--- config.mk ---
export PLATFORM = sky130hd
export DESIGN_NAME = video_color_bar_gen
export DESIGN_NICKNAME = d
export VERILOG_FILES = /design/src/rtl/video_timing_pkg.sv /design/src/rtl/video_timing_gen.sv /design/src/rtl/video_color_bar_gen.sv
export SDC_FILE = /design/constraint.sdc
export NUM_CORES = 1
export LEC_CHECK = 0
export CORE_AREA = 3 3 96 98
export CTS_BUF_LIST = sky130_fd_sc_hd__clkbuf_16
export DETAILED_ROUTE_END_ITERATION = 6
export DIE_AREA = 0 0 99 101
export DONT_BUFFER_PORTS = 1
export GPL_ROUTABILITY_DRIVEN = 0
export SKIP_CTS_REPAIR_TIMING = 1
export SLEW_MARGIN = 10
export SYNTH_ARGS = -nofsm -noshare
export SYNTH_HDL_FRONTEND = slang
export SYNTH_HIERARCHICAL = 1
export SYNTH_SLANG_ARGS = --single-unit
export TNS_END_PERCENT = 20
--- constraint.sdc ---
create_clock -name clk -period 11.93 [get_ports clk]
set_clock_uncertainty 0.1 [all_clocks]
set_input_delay 1.193 -clock clk [delete_from_list [all_inputs] [get_ports clk]]
set_output_delay 1.193 -clock clk [all_outputs]
set_load 0.02 [all_outputs]
--- src/rtl/video_timing_pkg.sv ---
// Shared video timing definitions: standard resolution timing sets,
// sync polarity constants and the 8-entry colour bar table.
package video_timing_pkg;

   localparam int CNT_W = 16;

   typedef struct packed {
      logic [15:0] h_sync;
      logic [15:0] h_back;
      logic [15:0] h_disp;
      logic [15:0] h_front;
      logic [15:0] v_sync;
      logic [15:0] v_back;
      logic [15:0] v_disp;
      logic [15:0] v_front;
   } timing_t;

   localparam bit POL_POS = 1'b1;
   localparam bit POL_NEG = 1'b0;

   localparam timing_t T_480X272 = '{
      h_sync: 16'd41, h_back: 16'd2, h_disp: 16'd480, h_front: 16'd2,
      v_sync: 16'd10, v_back: 16'd2, v_disp: 16'd272, v_front: 16'd2};

   localparam timing_t T_640X480 = '{
      h_sync: 16'd96, h_back: 16'd48, h_disp: 16'd640, h_front: 16'd16,
      v_sync: 16'd2, v_back: 16'd33, v_disp: 16'd480, v_front: 16'd10};

   localparam timing_t T_800X480 = '{
      h_sync: 16'd128, h_back: 16'd88, h_disp: 16'd800, h_front: 16'd40,
      v_sync: 16'd2, v_back: 16'd33, v_disp: 16'd480, v_front: 16'd10};

   localparam timing_t T_800X600 = '{
      h_sync: 16'd128, h_back: 16'd88, h_disp: 16'd800, h_front: 16'd40,
      v_sync: 16'd4, v_back: 16'd23, v_disp: 16'd600, v_front: 16'd1};

   localparam timing_t T_1024X768 = '{
      h_sync: 16'd136, h_back: 16'd160, h_disp: 16'd1024, h_front: 16'd24,
      v_sync: 16'd6, v_back: 16'd29, v_disp: 16'd768, v_front: 16'd3};

   localparam timing_t T_1280X720 = '{
      h_sync: 16'd40, h_back: 16'd220, h_disp: 16'd1280, h_front: 16'd110,
      v_sync: 16'd5, v_back: 16'd20, v_disp: 16'd720, v_front: 16'd5};

   localparam timing_t T_1920X1080 = '{
      h_sync: 16'd44, h_back: 16'd148, h_disp: 16'd1920, h_front: 16'd88,
      v_sync: 16'd5, v_back: 16'd36, v_disp: 16'd1080, v_front: 16'd4};

   // {r, g, b} per bar: white, yellow, cyan, green,
   // magenta, red, blue, black.
   localparam logic [2:0] BAR_TABLE [8] = '{
      3'b111, 3'b110, 3'b011, 3'b010,
      3'b101, 3'b100, 3'b001, 3'b000};

endpackage

--- src/rtl/video_timing_gen.sv ---
// Raster counters with unregistered hs/vs/de decode.
// Ports: clk, rst_n in; h_cnt, v_cnt, hs, vs, de out.
module video_timing_gen
   import video_timing_pkg::*;
#(
   parameter int H_SYNC  = 41,
   parameter int H_BACK  = 2,
   parameter int H_DISP  = 480,
   parameter int H_FRONT = 2,
   parameter bit HS_POL  = POL_POS,
   parameter int V_SYNC  = 10,
   parameter int V_BACK  = 2,
   parameter int V_DISP  = 272,
   parameter int V_FRONT = 2,
   parameter bit VS_POL  = POL_POS
) (
   input  logic             clk,
   input  logic             rst_n,
   output logic [CNT_W-1:0] h_cnt,
   output logic [CNT_W-1:0] v_cnt,
   output logic             hs,
   output logic             vs,
   output logic             de
);

   localparam int H_TOTAL = H_SYNC + H_BACK + H_DISP + H_FRONT;
   localparam int V_TOTAL = V_SYNC + V_BACK + V_DISP + V_FRONT;

   localparam logic [CNT_W-1:0] H_LAST = CNT_W'(H_TOTAL - 1);
   localparam logic [CNT_W-1:0] V_LAST = CNT_W'(V_TOTAL - 1);
   localparam logic [CNT_W-1:0] HS_END = CNT_W'(H_SYNC);
   localparam logic [CNT_W-1:0] VS_END = CNT_W'(V_SYNC);
   localparam logic [CNT_W-1:0] HA_BEG = CNT_W'(H_SYNC + H_BACK);
   localparam logic [CNT_W-1:0] HA_END = CNT_W'(H_SYNC + H_BACK + H_DISP);
   localparam logic [CNT_W-1:0] VA_BEG = CNT_W'(V_SYNC + V_BACK);
   localparam logic [CNT_W-1:0] VA_END = CNT_W'(V_SYNC + V_BACK + V_DISP);

   always_ff @(posedge clk or negedge rst_n) begin
      if (!rst_n) begin
         h_cnt <= '0;
         v_cnt <= '0;
      end else if (h_cnt == H_LAST) begin
         h_cnt <= '0;
         v_cnt <= (v_cnt == V_LAST) ? '0 : v_cnt + 1'b1;
      end else begin
         h_cnt <= h_cnt + 1'b1;
      end
   end

   logic h_act;
   logic v_act;

   always_comb begin
      h_act = (h_cnt >= HA_BEG) && (h_cnt < HA_END);
      v_act = (v_cnt >= VA_BEG) && (v_cnt < VA_END);
      hs    = (h_cnt < HS_END) ? HS_POL : ~HS_POL;
      vs    = (v_cnt < VS_END) ? VS_POL : ~VS_POL;
      de    = h_act && v_act;
   end

endmodule

--- src/rtl/video_color_bar_gen.sv ---
// 8-bar colour test pattern source with registered hs/vs/de/rgb.
// Ports: clk, rst_n in; hs, vs, de, rgb_r, rgb_g, rgb_b out.
module video_color_bar_gen
   import video_timing_pkg::*;
#(
   parameter int H_SYNC     = int'(T_480X272.h_sync),
   parameter int H_BACK     = int'(T_480X272.h_back),
   parameter int H_DISP     = int'(T_480X272.h_disp),
   parameter int H_FRONT    = int'(T_480X272.h_front),
   parameter bit HS_POL     = POL_POS,
   parameter int V_SYNC     = int'(T_480X272.v_sync),
   parameter int V_BACK     = int'(T_480X272.v_back),
   parameter int V_DISP     = int'(T_480X272.v_disp),
   parameter int V_FRONT    = int'(T_480X272.v_front),
   parameter bit VS_POL     = POL_POS,
   parameter int DATA_WIDTH = 8
) (
   input  logic                  clk,
   input  logic                  rst_n,
   output logic                  hs,
   output logic                  vs,
   output logic                  de,
   output logic [DATA_WIDTH-1:0] rgb_r,
   output logic [DATA_WIDTH-1:0] rgb_g,
   output logic [DATA_WIDTH-1:0] rgb_b
);

   localparam int BAR_W_RAW = H_DISP / 8;
   // Guard the divider for degenerate widths below 8 pixels.
   localparam int BAR_W     = (BAR_W_RAW < 1) ? 1 : BAR_W_RAW;
   localparam logic [CNT_W-1:0] HA_BEG = CNT_W'(H_SYNC + H_BACK);

   logic [CNT_W-1:0] h_cnt;
   logic [CNT_W-1:0] v_cnt;
   logic             hs_c;
   logic             vs_c;
   logic             de_c;

   video_timing_gen #(
      .H_SYNC (H_SYNC),
      .H_BACK (H_BACK),
      .H_DISP (H_DISP),
      .H_FRONT(H_FRONT),
      .HS_POL (HS_POL),
      .V_SYNC (V_SYNC),
      .V_BACK (V_BACK),
      .V_DISP (V_DISP),
      .V_FRONT(V_FRONT),
      .VS_POL (VS_POL)
   ) u_timing (
      .clk  (clk),
      .rst_n(rst_n),
      .h_cnt(h_cnt),
      .v_cnt(v_cnt),
      .hs   (hs_c),
      .vs   (vs_c),
      .de   (de_c)
   );

   // Pattern is line-invariant, so the row counter is not needed here.
   logic unused_v;
   assign unused_v = ^v_cnt;

   logic [CNT_W-1:0] x;
   logic [CNT_W-1:0] bar_q;
   logic [2:0]       bar;
   logic [2:0]       color;

   always_comb begin
      // x is meaningless outside active video; de masks it below.
      x     = h_cnt - HA_BEG;
      bar_q = x / CNT_W'(BAR_W);
      // Last bar absorbs the H_DISP % 8 remainder.
      bar   = (bar_q > CNT_W'(7)) ? 3'd7 : bar_q[2:0];
      color = BAR_TABLE[bar];
   end

   always_ff @(posedge clk or negedge rst_n) begin
      if (!rst_n) begin
         hs    <= ~HS_POL;
         vs    <= ~VS_POL;
         de    <= 1'b0;
         rgb_r <= '0;
         rgb_g <= '0;
         rgb_b <= '0;
      end else begin
         hs    <= hs_c;
         vs    <= vs_c;
         de    <= de_c;
         rgb_r <= {DATA_WIDTH{de_c & color[2]}};
         rgb_g <= {DATA_WIDTH{de_c & color[1]}};
         rgb_b <= {DATA_WIDTH{de_c & color[0]}};
      end
   end

endmodule

==> flow_metrics.tcl <==
set metrics [dict create \
    holdWs_ps 389.6 \
    cts.reportedPaths.clkPinSlew_ps 60 \
    crit_type "reg -> reg" \
    grt_pass1_vias 3127 \
    drv_slew 0 \
    utilization_pct 44.79 \
    dr.pass1.iters 4 \
    netlist_area_sq_um 3765 \
    worst-path-max-fanout 11 \
    yosysMostFrequentCell "dfrtp_1" \
    crit_path_end_kind "flip-flop" \
    grt_pass1_wl_mm 14.99 \
    reg2reg_setup_slack_ps 6400 \
    diodes 0 \
    irDropWorstVdd_v 0.00004872 \
    placedInstanceArea_sq_um 3694 \
    port_buffers 0 \
    initial_core_util_pct 44.03 \
    max_cap_violations 0 \
    status "finished, final reports clean" \
    htree_levels 2 \
    place_hpwl_mm 6.321 \
    clock-root-buffer "clkbuf_16" \
    finalCritPeriodShare_pct 46.32 \
    crit_family "compound AO/OA/AOI/OAI gates" \
    yosysSeqAreaShare_pct 25.26 \
    avgSynthCellArea_sq_um 8.366 \
    grt_max_degree 39 \
    worst_pin_slew_ps 832.4 \
    dr_total_vias 3313 \
    fin_nets 431 \
    holdCritStartpoint "u_timing/v_cnt[13]" \
    drc 0 \
    worst_setup_path_start_kind "flip-flop" \
    die_area_sq_um 9999 \
    design_area_sq_um 3830 \
    hold_viol_final 0 \
    ys_async_sr_fraction_pct 100.0 \
    dieHeight_um 101 \
    design.core.area_sq_um 8551 \
    synth_area_leader_cell "dfrtp_1" \
    cts_buffers 5 \
    r2r_cells 18 \
    syn_to_final_growth_pct 1.728 \
    drt-vias-per-instance 6.239 \
    grtUsageTotal_pct 17.76 \
    holdPathEnd "u_timing/v_cnt[13]" \
    path_cells "ha_1 > nor3_2 > nor2_1 > or3_1 > xnor2_1 > o211ai_1 > o211ai_1 > a21oi_1 > nor3_2 > or2_1 > nor3_1 > a211oi_1 > o21a_1 > nor2_1 > a2111o_1 > a211o_1 > a32oi_1 > o21ba_1" \
    r2r_end "rgb_b[0]" \
    syn-num-nets 459 \
    totalWireLength_mm 8.633 \
    antenna_found_initial 0 \
    cts_tree "yes" \
    clk_path_buf_depth 2 \
    yosys-top-cells-area "dfrtp_1, xnor2_1, buf_4" \
    setup_viol 0 \
    fmax_mhz 181.0 \
    setup_tns_ps 0 \
    synth_seq_cells 38 \
    yosys.area.top_type_share_pct 25.26 \
    syn-instance-count 450 \
    rr_startpoint "u_timing/h_cnt[0]" \
    fp-row-count 34 \
    post_drt_wl_per_cell_um 16.26 \
    ys.flop_type "dfrtp_1" \
    ys_warn_count 6 \
    cts_sinks 38 \
    dr.first_iter.drc_count 157 \
    cp.required_ps 12050 \
    maxSlewHeadroom_pct 44.11 \
    overflow 0 \
    crit_arrival_ps 5650 \
    power_mw 0.2550 \
    min-delay-path-class "reg -> reg" \
    ant_nets 0 \
    clock_latency_ps 280 \
    synth_common_cells "dfrtp_1, nor2_1, nand2_1, nand3_1, buf_4" \
    cp_num_buf_inv 0 \
    slowest_stage "xnor2_1" \
    pin_count 29 \
    fp.dieW_um 99 \
    rsz0062_at_grt "no" \
    post-route-min-period_ps 5525 \
    slowest_delay_ps 680 \
    drive_gt1_share_pct 10.40 \
    synth_edf_count 0 \
    whs_path_depth 1 \
    p_leak_nw 1.451 \
    power.density_nw_per_um2 66.58 \
    yosysUniqueCellTypes 79 \
]
[final cells by class]
class                           instances  area (sq um)
Fill cell                             840          4721
Clock inverter                          3         11.26
Inverter                               11         41.29
Multi-Input combinational cell        362          2536
Timing Repair Buffer                    4         30.03
Tap cell                              108         135.1
Sequential cell                        38         950.9
Clock buffer                            5         125.1
[power breakdown]
part / leakage, nW / switching, mW / internal (mW)
registers: 0.511 / 0 / 0.129
clock network: 0.0663 / 0.0508 / 0.0752
logic: 0.873 / 0 / 0
[cell families after synthesis]
group	Yosys count	synth area share [%]
multiplexers	10	2.792
flip-flops	38	25.26
AND/OR/NAND/NOR	181	26.49
XOR/XNOR	38	9.040
AO/OA/AOI/OAI	126	26.55
buffers and inverters	50	7.544
adder cells (fa/ha/maj)	7	2.326
[flip-flops by register name, indices dropped and copies added (netlist names)]
signal	flops
de	1
u_timing/h_cnt	16
rgb_g	1
hs	1
rgb_b	1
vs	1
u_timing/v_cnt	16
rgb_r	1
[stage by stage]
stage / worst slack (ps) / instances
detailed placement: 6424 / 523
CTS: 6405 / 531
global route: 5956 / 531
global placement: 6553 / 523
floorplan: 7285 / 450
finish: 6405 / 531
[layout by cell type, fill, tap and decap left out, types with 9 or more instances in the layout]
cell type and n:
nand2_1 28, nor2_1 32, or3_1 9, nor4_1 10, nand3_1 25, a21oi_1 15, nor3_1 18, a211oi_1 12
o211ai_1 9, xor2_1 15, inv_1 11, o21ai_0 17, xnor2_1 22, nand4_1 13, dfrtp_1 38
[worst max path at each step]
stage | startpoint | to | slack [ps] | depth (start not counted)
final | u_timing/h_cnt[0] | rgb_b[0] | 6400 | 18
after global placement | u_timing/h_cnt[0] | rgb_b[0] | 6550 | 18
after floorplan | u_timing/h_cnt[1] | rgb_b[0] | 7280 | 16
after detailed placement | u_timing/h_cnt[0] | rgb_b[0] | 6420 | 18
after global routing | u_timing/h_cnt[0] | rgb_b[0] | 5960 | 18
after CTS | u_timing/h_cnt[0] | rgb_b[0] | 6410 | 18
[worst reg2reg max path, cell delays in order, from the launching register on]
cell and delay (ps):
dfrtp_1 480, ha_1 290, nor3_2 310, nor2_1 140
or3_1 380, xnor2_1 680, o211ai_1 190, o211ai_1 180
a21oi_1 110, nor3_2 410, or2_1 360, nor3_1 110
a211oi_1 230, o21a_1 330, nor2_1 120, a2111o_1 460
a211o_1 280, a32oi_1 170, o21ba_1 130
[routing by layer]
metal / part of all wire [%] / GRT usage (%) / vias up
met3: 3.0 / 2.353 / 6
li1: - / - / 1632
met2: 48 / 30.37 / 72
met5: 0 / 0 / -
met1: 48 / 23.64 / 1603
met4: 0.75 / 4.622 / 0
Note: power is estimated with default switching activity, not from simulation.
